## config.mk

```make
export PLATFORM = sky130hd
export DESIGN_NAME = commu_sched
export DESIGN_NICKNAME = d
export VERILOG_FILES = /design/src/rtl/commu_pkg.sv /design/src/rtl/commu_rr_arb.sv /design/src/rtl/commu_sched.sv
export SDC_FILE = /design/constraint.sdc
export NUM_CORES = 1
export LEC_CHECK = 0
export BUFFER_PORTS_ARGS = -buffer_cell sky130_fd_sc_hd__buf_2
export CORE_UTILIZATION = 45
export DETAILED_ROUTE_END_ITERATION = 8
export HOLD_SLACK_MARGIN = 0.03
export PLACE_DENSITY = 0.68
export SYNTH_ARGS = -nofsm -noshare
export SYNTH_HDL_FRONTEND = slang
export SYNTH_SLANG_ARGS = --single-unit
```

## constraint.sdc

```tcl
create_clock -name clk_sys -period 5.4 [get_ports clk_sys]
set_clock_uncertainty 0.2 [all_clocks]
set_input_delay 0.54 -clock clk_sys [delete_from_list [all_inputs] [get_ports clk_sys]]
set_output_delay 0.54 -clock clk_sys [all_outputs]
set_load 0.05 [all_outputs]
```

## src/rtl/commu_pkg.sv

```systemverilog
// Shared state encodings and sizing helpers for the frame transmit scheduler.
// The optional watchdog is enabled by defining COMMU_WDOG_EN.
package commu_pkg;

  localparam logic [3:0] S_IDLE   = 4'h0;
  localparam logic [3:0] S_ARB    = 4'h1;
  localparam logic [3:0] S_FIRE_H = 4'h2;
  localparam logic [3:0] S_WAIT_H = 4'h3;
  localparam logic [3:0] S_FIRE_P = 4'h4;
  localparam logic [3:0] S_WAIT_P = 4'h5;
  localparam logic [3:0] S_FIRE_T = 4'h6;
  localparam logic [3:0] S_WAIT_T = 4'h7;
  localparam logic [3:0] S_FAIL   = 4'he;
  localparam logic [3:0] S_DONE   = 4'hf;

  localparam int RETRY_W = 4;

  // Counter width that can hold WDOG_CYC-1.
  function automatic int wdog_w(input int cyc);
    return (cyc <= 2) ? 1 : $clog2(cyc);
  endfunction

endpackage

```

## src/rtl/commu_rr_arb.sv

```systemverilog
// Combinational round-robin pick: first set req bit at or after ptr, wrapping.
// Part of the commu_sched slice (watchdog option: COMMU_WDOG_EN, not used here).
module commu_rr_arb
  import commu_pkg::*;
#(
  parameter int NREQ  = 4,
  parameter int PTR_W = 2
) (
  input  logic [NREQ-1:0]  req,
  input  logic [PTR_W-1:0] ptr,
  output logic [NREQ-1:0]  win,
  output logic [PTR_W-1:0] win_idx
);

  always_comb begin
    int  idx;
    logic found;
    win     = '0;
    win_idx = '0;
    found   = 1'b0;
    for (int i = 0; i < NREQ; i++) begin
      idx = int'(ptr) + i;
      if (idx >= NREQ) idx = idx - NREQ;
      if (!found && req[idx]) begin
        found    = 1'b1;
        win[idx] = 1'b1;
        win_idx  = PTR_W'(idx);
      end
    end
  end

endmodule

```

## src/rtl/commu_sched.sv

```systemverilog
// Round-robin scheduler sharing the head/push/tail transmit sequencer among NREQ requesters.
// Define COMMU_WDOG_EN to add the per-WAIT watchdog with bounded sequence restarts.
module commu_sched
  import commu_pkg::*;
#(
  parameter int NREQ      = 4,
  parameter int WDOG_CYC  = 1024,
  parameter int MAX_RETRY = 3
) (
  input  logic            clk_sys,
  input  logic            rst_n,
  input  logic [NREQ-1:0] req,
  output logic [NREQ-1:0] gnt,
  output logic [NREQ-1:0] ack,
  output logic [NREQ-1:0] err,
  input  logic            pk_frm,
  output logic            fire_head,
  output logic            fire_push,
  output logic            fire_tail,
  input  logic            done_head,
  input  logic            done_push,
  input  logic            done_tail,
  output logic            busy
);

  localparam int PTR_W = $clog2(NREQ);

  logic [3:0]       state_reg, state_next;
  logic [NREQ-1:0]  gnt_reg, gnt_next;
  logic [NREQ-1:0]  ack_reg;
  logic [PTR_W-1:0] ptr_reg, ptr_next;
  logic             fire_head_reg, fire_push_reg, fire_tail_reg, busy_reg;
  logic [NREQ-1:0]  win;
  logic [PTR_W-1:0] win_idx;
  logic             to_restart, to_fail;
  logic             in_wait;

  commu_rr_arb #(.NREQ(NREQ), .PTR_W(PTR_W)) u_arb (
    .req     (req),
    .ptr     (ptr_reg),
    .win     (win),
    .win_idx (win_idx)
  );

  assign in_wait = (state_reg == S_WAIT_H) || (state_reg == S_WAIT_P) ||
                   (state_reg == S_WAIT_T);

`ifdef COMMU_WDOG_EN
  localparam int WDOG_W = wdog_w(WDOG_CYC);

  logic [WDOG_W-1:0]  wdog_reg;
  logic [RETRY_W-1:0] retry_reg;
  logic [NREQ-1:0]    err_reg;
  logic               timeout;

  assign timeout    = in_wait && (wdog_reg == WDOG_W'(WDOG_CYC - 1));
  assign to_restart = timeout && (retry_reg < RETRY_W'(MAX_RETRY));
  assign to_fail    = timeout && !to_restart;

  // Watchdog is zero outside WAIT, so every WAIT entry starts a fresh count.
  always_ff @(posedge clk_sys) begin
    if (!rst_n) begin
      wdog_reg  <= '0;
      retry_reg <= '0;
      err_reg   <= '0;
    end else begin
      wdog_reg <= in_wait ? wdog_reg + 1'b1 : '0;
      if (state_next == S_DONE || state_next == S_FAIL)
        retry_reg <= '0;
      else if (in_wait && state_next == S_FIRE_H)
        retry_reg <= retry_reg + 1'b1;
      err_reg <= (state_next == S_FAIL) ? gnt_reg : '0;
    end
  end

  assign err = err_reg;
`else
  assign to_restart = 1'b0;
  assign to_fail    = 1'b0;
  assign err        = '0;
`endif

  always_comb begin
    state_next = state_reg;
    gnt_next   = gnt_reg;
    ptr_next   = ptr_reg;
    case (state_reg)
      S_IDLE: if (|req && !pk_frm) state_next = S_ARB;
      S_ARB: begin
        if (|req) begin
          gnt_next   = win;
          ptr_next   = (win_idx == PTR_W'(NREQ - 1)) ? '0 : win_idx + 1'b1;
          state_next = S_FIRE_H;
        end else begin
          state_next = S_IDLE;
        end
      end
      S_FIRE_H: state_next = S_WAIT_H;
      S_FIRE_P: state_next = S_WAIT_P;
      S_FIRE_T: state_next = S_WAIT_T;
      S_WAIT_H: begin
        if (done_head)       state_next = S_FIRE_P;
        else if (to_restart) state_next = S_FIRE_H;
        else if (to_fail)    state_next = S_FAIL;
      end
      S_WAIT_P: begin
        if (done_push)       state_next = S_FIRE_T;
        else if (to_restart) state_next = S_FIRE_H;
        else if (to_fail)    state_next = S_FAIL;
      end
      S_WAIT_T: begin
        if (done_tail)       state_next = S_DONE;
        else if (to_restart) state_next = S_FIRE_H;
        else if (to_fail)    state_next = S_FAIL;
      end
      S_DONE, S_FAIL: begin
        gnt_next   = '0;
        state_next = S_IDLE;
      end
      default: begin
        gnt_next   = '0;
        state_next = S_IDLE;
      end
    endcase
  end

  // Outputs are decoded from the next state so they are registered yet aligned with it.
  always_ff @(posedge clk_sys) begin
    if (!rst_n) begin
      state_reg     <= S_IDLE;
      gnt_reg       <= '0;
      ptr_reg       <= '0;
      ack_reg       <= '0;
      fire_head_reg <= 1'b0;
      fire_push_reg <= 1'b0;
      fire_tail_reg <= 1'b0;
      busy_reg      <= 1'b0;
    end else begin
      state_reg     <= state_next;
      gnt_reg       <= gnt_next;
      ptr_reg       <= ptr_next;
      ack_reg       <= (state_next == S_DONE) ? gnt_reg : '0;
      fire_head_reg <= (state_next == S_FIRE_H);
      fire_push_reg <= (state_next == S_FIRE_P);
      fire_tail_reg <= (state_next == S_FIRE_T);
      busy_reg      <= (state_next != S_IDLE);
    end
  end

  assign gnt       = gnt_reg;
  assign ack       = ack_reg;
  assign fire_head = fire_head_reg;
  assign fire_push = fire_push_reg;
  assign fire_tail = fire_tail_reg;
  assign busy      = busy_reg;

endmodule

```

==> summary by stage <==
Power and ir drop
The largest vdd supply drop is between 0.1 and 0.15 mV. The total power is between 0.3 and 0.4 mW. In this run the power density over the cells is roughly 280 nW/µm². Summed over all cells, the static leakage comes to around 0.54 nW.

Cells and area
The sequential cell area is 360 µm². The share of final-layout standard cells stronger than drive strength 1 is 0.229. The multi-input combinational cells in the finished layout cover a total of between 600 and 700 µm².

Counting the fill cells in the layout gives 218. 0 antenna diodes ended up in the layout. The number of nets at the end of the flow is approximately 160. The area overhead of the layout relative to synthesis is 11.2%.

For this run, the share of the core covered by cells in the final layout is 0.548.

Worst setup path
The critical path's largest stage delay is roughly 0.67 ns. For the worst setup path, the data arrival time is ~2.9 ns. In this run the register-to-register setup slack is between 2 and 3 ns. In this run the critical register-to-register path is launched from ptr_reg[0]$_SDFFE_PN0P_. The kind of launch point of the worst setup path is a register. The total buffers and inverters traversed by the critical path is 1.

The critical path goes through inv_1 -> ha_1 -> or3b_1 -> a211o_1 -> a21oi_2 -> o21ai_0 -> a311oi_1. Of all nets on the critical path, the largest fanout is 13. The worst setup path is captured at a register.

The cell family with the largest share of critical-path delay is compound AO/OA/AOI/OAI gates. The worst reg-to-reg path cell count is 7. The endpoint identified for the worst register-to-register timing path is gnt[0]$_SDFFE_PN0P_. The worst setup path is of the register to register kind. For the worst setup path, the data required time is ~5.4 ns.

The cell with the largest stage delay on the worst path is sky130_fd_sc_hd__dfxtp_1.

Synthesis
Of the total synthesized cell area, the portion taken by XOR and XNOR cells is 0. The count of different cell masters after synthesis is 39. In this run, synthesis inferred 0 flip-flops with an integrated enable. The number of standard cells after synthesis is 125. The cell taking the most area after synthesis is sky130_fd_sc_hd__dfxtp_1. The share of flip-flops with an asynchronous set or reset is 0. The most instantiated library cell after synthesis is sky130_fd_sc_hd__dfxtp_1. For this run, the leading register cell type out of synthesis is sky130_fd_sc_hd__dfxtp_1. The register area share after synthesis is 0.318. The fraction of the mapped netlist area in simple logic gates is 0.204. The dominant combinational cell family by area after synthesis is compound AO/OA/AOI/OAI gates. The synthesized design contains 18 register bits. Of the total synthesized cell area, the portion taken by full adders, half adders and majority gates is 0.0442. In the post-synthesis netlist, the biggest area contributors are sky130_fd_sc_hd__dfxtp_1, sky130_fd_sc_hd__mux2i_1, sky130_fd_sc_hd__nor2_1, sky130_fd_sc_hd__ha_1, sky130_fd_sc_hd__mux4_2. The fraction of the mapped netlist area in compound gates was 0.214. The mean post-synth cell area is between 9 and 10 µm². The commonest cells after synthesis are sky130_fd_sc_hd__dfxtp_1, sky130_fd_sc_hd__nor2_1, sky130_fd_sc_hd__mux2i_1, sky130_fd_sc_hd__o21ai_0, sky130_fd_sc_hd__inv_1. The share of the synthesized area in the top cell type is 0.318. For this run, the number of Yosys warnings is 0. The cell area that synthesis handed to floorplanning was approximately 1100 µm².

Measured against the total synthesized area, the mux share comes to 0.141.

Die
The floorplan step defined a die boundary enclosing ~2700 µm². The region available for standard cell placement spans roughly 2300 µm². In this run the count of I/O pins placed on the die edge is 26.

The die height is 52.2 µm. For this configuration, the core starts out at a cell density of 0.493. The die is roughly 52 µm wide. In this run the core area contains 17 standard-cell rows.

Clock tree
At the later pin of the worst-skew pair, clock insertion delay measures ~0.30 ns. Clock tree synthesis found a total of 18 sinks. The H-tree depth is 1.

The post-CTS resize count is 0. Clock-pin slew was measured on the worst setup and hold paths at roughly 0.11 ns. The master cell of the clock root buffer is sky130_fd_sc_hd__clkbuf_4.

In this run the deepest clock path goes through 2 buffers. In this run, CTS created clock tree buffers numbering 3. After clock tree synthesis, the setup repair step added 0 buffers. TritonCTS built the clock tree.

For this design, the CTS-stage hold fixing added 0 buffers.

Detailed routing
Detailed routing inserted a total of a little under 1000 vias. The first detailed-routing pass took 4 iterations. The detailed router finished its first iteration with 19 violations. The post-detailed-route DRC marker count is 0. The routed via count divided by cell count is approximately 5.7. After detailed routing, the average wire length per cell comes to between 10 and 15 µm. Summed over all layers, the routed wires come to approximately 2200 µm. The antenna violation net count after detailed routing is 0.

Global routing
The via count of the first global-routing pass is around 870. For this run the aggregate overflow at the end of global routing stands at 0. The global-route wire length before repair is approximately 3800 µm. The initial antenna violation count was 0. The total global routing track utilization is 0.191. The pin count of the biggest net entering global routing is 14.

Placed design
The routability congestion estimate is 0.908. The port buffer count is 21. The final HPWL from detailed placement is ~1800 µm.

Hold path
In this run the most critical hold path is launched from gnt[1]$_SDFFE_PN0P_. For hold timing, the worst endpoint is ack[1]$_SDFF_PN0_. The class of the worst hold path is register to register. The hold-critical path depth is 1.

STA
The transition time of the tightest slew-check pin is 0.529 ns. Setup total negative slack on the finished layout was measured at 0 ns. In the finished design, the share of the clock period the worst path needs comes to 0.529.

The number of max-slew violations in the final report is 0. The routed design could run at a clock period as short as ~2.9 ns. Measured against its own limit, the worst slew margin works out to 0.647. Setup repair after global routing left no endpoint under its margin.

For this run, the top clock speed supported by timing is 350 MHz. The final number of hold-violating endpoints is 0. The final-report setup violation count is 0.

Job
The number of maximum-capacitance violations is 0.

Status
The flow ran to the end, and the final reports show no timing, DRC or antenna violations.
[placed cells by master (no fill, tap or decap), drive strengths merged]
master / netlist / routed
a21boi: 1 / 1
dfxtp: 18 / 18
ha: 4 / 4
clkbuf: 1 / 4
a31oi: 2 / 2
o211ai: 2 / 2
and2: 4 / 4
conb: 1 / 4
mux2i: 8 / 8
a211o: 1 / 1
nand3: 3 / 3
a21oi: 5 / 5
a311oi: 4 / 4
nor3: 4 / 4
and4: 1 / 1
a21o: 5 / 5
a221oi: 1 / 1
nand4: 1 / 1
mux2: 2 / 2
nor2b: 2 / 2
inv: 6 / 6
buf: 8 / 21
mux4: 2 / 2
o32a: 1 / 1
nand2b: 4 / 4
o21ai: 7 / 7
a22o: 5 / 5
nand2: 1 / 1
nor2: 14 / 14
and3: 2 / 2
nand3b: 3 / 3
or4: 1 / 1
or3b: 1 / 1
[cell type report]
cell class / instances / area share
Tap cell: 28 / 0.0278
Clock buffer: 4 / 0.0288
Inverter: 6 / 0.0179
Multi-Input combinational cell: 95 / 0.556
Timing Repair Buffer: 21 / 0.0835
Sequential cell: 18 / 0.286
[stage by stage]
step                      instances  hold slack [ns]  instance area, µm²  worst slack, ns
after floorplan                 128            0.276                1140             2.96
after global placement          168            0.265                1220             2.72
after detailed placement        168            0.273                1220             2.57
after CTS                       172            0.283                1260             2.54
after global routing            172            0.282                1260             2.40
final                           172            0.287                1260             2.55
[where the power goes]
part           internal, mW  switching (mW)
sequential            0.141         0.00929
clock                0.0411          0.0423
combinational        0.0471          0.0732
total                 0.229           0.125
[worst register-to-register path, stage by stage (launching register included)]
cell and delay, ns:
sky130_fd_sc_hd__dfxtp_1 0.67, sky130_fd_sc_hd__inv_1 0.21, sky130_fd_sc_hd__ha_1 0.43, sky130_fd_sc_hd__or3b_1 0.40, sky130_fd_sc_hd__a211o_1 0.27, sky130_fd_sc_hd__a21oi_2 0.18, sky130_fd_sc_hd__o21ai_0 0.13, sky130_fd_sc_hd__a311oi_1 0.27
[metal layers]
layer  vias to the layer above  share of wire  wire length, µm  global-route usage
met4                         0         0.0062               14              0.0921
met2                        29           0.52             1160               0.342
met5                         -              0                0                   0
li1                        490              -                -                   -
met3                         2          0.052              116              0.0468
met1                       461           0.42              954               0.208
[logic make-up after synthesis]
family	after synthesis
AO/OA/AOI/OAI	34
adder cells (fa/ha/maj)	4
buffers and inverters	15
flip-flops	18
multiplexers	12
other	1
AND/OR/NAND/NOR	41
[worst max-delay path by stage]
stage,start,to,slack [ns],cells past startpoint
after CTS,ptr_reg[0]$_SDFFE_PN0P_,gnt[0]$_SDFFE_PN0P_,2.54,7
after global routing,ptr_reg[0]$_SDFFE_PN0P_,gnt[0]$_SDFFE_PN0P_,2.40,7
after global placement,ptr_reg[0]$_SDFFE_PN0P_,gnt[1]$_SDFFE_PN0P_,2.72,7
final,ptr_reg[0]$_SDFFE_PN0P_,gnt[0]$_SDFFE_PN0P_,2.55,7
after detailed placement,ptr_reg[0]$_SDFFE_PN0P_,gnt[0]$_SDFFE_PN0P_,2.57,7
after floorplan,ptr_reg[0]$_SDFFE_PN0P_,gnt[0]$_SDFFE_PN0P_,2.96,9
Note: power is estimated with default switching activity, not from simulation.
